==> config.mk <==
export PLATFORM = sky130hd
export DESIGN_NAME = rv32_mem_arbiter
export DESIGN_NICKNAME = d
export VERILOG_FILES = /design/src/rtl/rv32_mem_arbiter.sv
export SDC_FILE = /design/constraint.sdc
export NUM_CORES = 1
export LEC_CHECK = 0
export BUFFER_PORTS_ARGS = -buffer_cell sky130_fd_sc_hd__buf_4
export CAP_MARGIN = 20
export CORE_AREA = 2 2 108 110
export DETAILED_ROUTE_END_ITERATION = 7
export DIE_AREA = 0 0 110 112
export PLACE_DENSITY_LB_ADDON = 0.12
export SYNTH_ARGS = -nofsm -noshare
export SYNTH_HDL_FRONTEND = slang
export SYNTH_SLANG_ARGS = --single-unit
==> constraint.sdc <==
create_clock -name rv32_clk -period 1.9 [get_ports rv32_clk]
set_input_delay 0.095 -clock rv32_clk [delete_from_list [all_inputs] [get_ports rv32_clk]]
set_output_delay 0.095 -clock rv32_clk [all_outputs]
set_load 0.02 [all_outputs]
==> src/rtl/rv32_mem_arbiter.sv <==
// Shares one fixed-latency synchronous memory between instruction fetch and load/store.
// Data wins by default; a saturating starvation count eventually forces a fetch through.
module rv32_mem_arbiter #(
  parameter int unsigned XLEN       = 32,
  parameter int unsigned MEM_LAT    = 1,
  parameter int unsigned STARVE_MAX = 4
) (
  input  logic            rv32_clk,
  input  logic            rv32_rst_n,
  input  logic            if_req,
  input  logic [XLEN-1:0] if_addr,
  input  logic            if_flush,
  output logic            if_gnt,
  output logic            if_rvalid,
  output logic [XLEN-1:0] if_rdata,
  input  logic            d_req,
  input  logic            d_we,
  input  logic [XLEN-1:0] d_addr,
  input  logic [XLEN-1:0] d_wdata,
  input  logic [3:0]      d_be,
  output logic            d_gnt,
  output logic            d_rvalid,
  output logic [XLEN-1:0] d_rdata,
  output logic            mem_en,
  output logic            mem_we,
  output logic [XLEN-1:0] mem_addr,
  output logic [XLEN-1:0] mem_wdata,
  output logic [3:0]      mem_be,
  input  logic [XLEN-1:0] mem_rdata
);

  localparam logic [3:0]  StarveMax = 4'(STARVE_MAX);
  localparam int unsigned Last      = MEM_LAT - 1;

  logic [3:0]         starve_q, starve_d;
  // Tag pipeline: valid marks a read awaiting data, own is 1 for the data side.
  logic [MEM_LAT-1:0] tag_valid_q, tag_valid_d;
  logic [MEM_LAT-1:0] tag_own_q, tag_own_d;
  logic [MEM_LAT-1:0] shift_valid, shift_own;
  logic               new_valid, new_own;

  always_comb begin
    if_gnt = if_req & ~if_flush & (~d_req | (starve_q == StarveMax));
    d_gnt  = d_req & ~if_gnt;
  end

  always_comb begin
    mem_en    = if_gnt | d_gnt;
    mem_we    = d_gnt & d_we;
    mem_addr  = '0;
    mem_wdata = '0;
    mem_be    = 4'h0;
    if (if_gnt) begin
      mem_addr = if_addr;
      mem_be   = 4'hF;
    end else if (d_gnt) begin
      mem_addr  = d_addr;
      mem_wdata = d_wdata;
      mem_be    = d_we ? d_be : 4'hF;
    end
  end

  always_comb begin
    starve_d = 4'd0;
    if (if_req && !if_gnt) begin
      starve_d = (starve_q == StarveMax) ? starve_q : starve_q + 4'd1;
    end
  end

  always_comb begin
    new_valid = if_gnt | (d_gnt & ~d_we);
    new_own   = d_gnt;
  end

  if (MEM_LAT > 1) begin : g_shift
    assign shift_valid = {tag_valid_q[MEM_LAT-2:0], new_valid};
    assign shift_own   = {tag_own_q[MEM_LAT-2:0], new_own};
  end else begin : g_single
    assign shift_valid = new_valid;
    assign shift_own   = new_own;
  end

  // A flush kills every fetch-owned tag, including ones that just shifted into place.
  always_comb begin
    tag_own_d   = shift_own;
    tag_valid_d = if_flush ? (shift_valid & shift_own) : shift_valid;
  end

  always_ff @(posedge rv32_clk or negedge rv32_rst_n) begin
    if (!rv32_rst_n) begin
      starve_q    <= 4'd0;
      tag_valid_q <= '0;
      tag_own_q   <= '0;
    end else begin
      starve_q    <= starve_d;
      tag_valid_q <= tag_valid_d;
      tag_own_q   <= tag_own_d;
    end
  end

  always_comb begin
    if_rvalid = tag_valid_q[Last] & ~tag_own_q[Last];
    d_rvalid  = tag_valid_q[Last] & tag_own_q[Last];
    if_rdata  = if_rvalid ? mem_rdata : '0;
    d_rdata   = d_rvalid ? mem_rdata : '0;
  end

endmodule

==> metrics.md <==
| Metric | Value |
|---|---|
| Post-layout power | `1.50 mW` |
| Commonest non-fill, non-tap cells in the layout | `buf_4 (283), and2_1 (67), a22o_1 (32), and3_1 (32)` |
| Period Utilization, post-route | `96.6%` |
| Startpoint types | `register` |
| Post-layout min period | `1.84 ns` |
| Slew HR | `77.5%` |
| FP Rows | `39` |
| CTS tree | `yes` |
| Post-route ant nets | `0` |
| Grt ovf | `0` |
| Wirelength per Cell | `13.3 um` |
| Total GRT Usage | `11.1%` |
| Worst R2R Start | `starve_q[0]` |
| Hold Path Stages | `2` |
| Synth Cell Area | `1390 um^2` |
| R2r setup slk | `0.58 ns` |
| Worst-Skew Late Latency | `0.23 ns` |
| Max Freq | `545 MHz` |
| Synth warn | `0` |
| Critical path type | `reg2out` |
| CTS max path bufs | `2` |
| Share of layout cells above drive strength 1 | `63.9%` |
| DR vias/cell | `4.07` |
| Pin count of the biggest net entering global routing | `54` |
| Leakage | `2.18 nW` |
| Status | `finished clean` |
| Final WL | `8000 um` |
| WP data arrival | `1.74 ns` |
| Die height | `112 um` |
| Syn_area_per_cell | `7.34 um^2` |
| Ant. Diodes | `0` |
| Hold WC Path Type | `in2reg` |
| Nets | `599` |
| H-tree levels | `1` |
| Worst-Margin Slew | `0.335 ns` |
| Initial Utilization | `12.4%` |
| Cell count after synthesis | `189` |
| Final Hold Vio Count | `0` |
| CTS clk-pin slew, worst paths | `0.03 ns` |
| Initial antenna violation count | `0` |
| Area grow syn2layout | `167%` |
| Synth cell types | `22` |
| Worst VDD drop | `0.224 mV` |
| First-pass DRT Iterations | `3` |
| Clk root buf | `clkbuf_16` |
| Num ports | `276` |
| DRC viols | `0` |
| Commonest non-fill, non-tap cell in the layout | `buf_4` |
| Hold EP | `tag_valid_q` |
| Clock Skew | `0.00177 ns` |
| Post-DP HPWL | `6900 um` |
| First-pass GRT wire length | `10600 um` |
| Maxcap violations | `0` |
| Die area | `12300 um^2` |
| R2r endpoint | `tag_valid_q` |
| Placeable Area | `11200 um^2` |
| Critical Path RT | `1.80 ns` |
| Final Max Tran Viols | `0` |
| Power per cell area | `406 nW/um^2` |
| Mapped Nets | `329` |
| Sum Neg Setup Slack | `0 ns` |
| Iter 0 DRT Violations | `58` |
| Placer Congestion | `0.745` |
| Via count | `2441` |
| CTS Buf Count | `3` |
| Worst-path fanout max | `53` |
| Vias in the first global route | `2185` |
| Finish-stage setup viols | `0` |
| Worst setup EP type | `output port` |
| CTS Sinks | `6` |
| Port bufs | `275` |
| Die X | `110 um` |
| Depth of the most critical reg-to-reg path | `6` |
| RSZ-0062 raised after global routing | `false` |
| Worst Hold Launch | `d_req` |
| Synth Register Bits | `6` |
| Sequential cell area fraction in the yosys report | `10.8%` |
==> state kept, by name, indices dropped and copies added (netlist names) <==
signal	count
starve_q	4
tag_valid_q	1
tag_own_q	1
==> layer usage <==
metal  share of wire, %  vias up  global-route usage, %
li1                   -     1193                      -
met1                 27     1089                   8.70
met2                 59      157                   24.7
met3                 14        2                   3.16
met4               0.42        0                   2.53
met5                  0        -                      0
==> where the power goes <==
part	total, mW	internal [mW]	leakage (nW)	switching, mW
Combinational	1.01	0.532	2.07	0.477
Clock	0.337	0.270	0.0370	0.0677
Sequential	0.157	0.145	0.0778	0.0121
==> per-stage QoR <==
step           hold WS (ns)  utilization (%)  area [um^2]  worst slack, ns  cells
2_1_floorplan        -0.201                -         1390            0.212    189
3_5_place_dp        -0.0918             32.1         3580            0.181    593
6_report              0.168             33.1         3700           0.0641    600
5_1_grt               0.175             33.1         3700          0.00554    600
4_1_cts               0.166             33.1         3690           0.0103    599
3_3_place_gp        -0.0928             32.1         3580            0.195    593
==> worst max-delay path by stage <==
stage | from | endpoint | depth (start not counted)
floorplan | starve_q[0] | mem_wdata[22] | 6
global placement | starve_q[0] | mem_addr[6] | 7
detailed placement | starve_q[0] | mem_addr[6] | 7
CTS | starve_q[1] | mem_addr[6] | 7
global route | starve_q[0] | mem_addr[18] | 7
finish | starve_q[0] | mem_addr[6] | 7
==> synth_stat cells <==
cell      instances  share of area (%)
and2_1           67                 30
a22o_1           32                 20
and3_1           32                 14
clkbuf_1         12                3.2
dfrtp_1           6                 11
nand2b_1          6                2.7
buf_6             5                4.1
nor2_1            4                1.1
o21ai_0           4                1.4
buf_4             3                1.6
inv_1             3               0.81
a21oi_1           2               0.72
ha_1              2                1.8
mux2i_1           2                1.4
xnor2_1           2                1.3
a21o_1            1               0.54
a31oi_1           1               0.45
buf_2             1               0.36
nand3_1           1               0.36
nand3b_4          1                1.4
nor2b_1           1               0.45
o21a_1            1               0.54
==> area by class of cell <==
type / count / area [um^2]
clock buffers: 3 / 75.1
inverters: 3 / 11.3
flip-flops and latches: 6 / 150
repair buffers: 286 / 2170
fillers: 1197 / 7470
well taps: 143 / 179
multi-input cells: 159 / 1110
==> cell families (layout without fill, tap and decap cells) <==
kind of cell / count (synthesis) / after routing / share of synthesized area [%]
buf+inv: 24 / 292 / 10.1
compound gates: 41 / 41 / 23.9
fa+ha+maj: 2 / 2 / 1.80
xor+xnor: 2 / 2 / 1.26
simple gates: 112 / 112 / 50.7
mux: 2 / 2 / 1.44
flops: 6 / 6 / 10.8
==> what timing repair did <==
action                                  in CTS  in global routing
setup buffers                                2                  1
hold endpoints to repair                     6                  0
endpoints found under the setup margin      65                 53
hold buffers                                 1                  0
resized for setup                            2                  0
==> worst max-delay path, stage by stage, from the launching register on <==
cell and delay (ns):
dfrtp_1 0.37, inv_1 0.06, ha_2 0.20, nand3b_4 0.10
o21a_4 0.24, buf_12 0.17, a22o_1 0.20, buf_4 0.16
(Power assumes the default switching activity.)
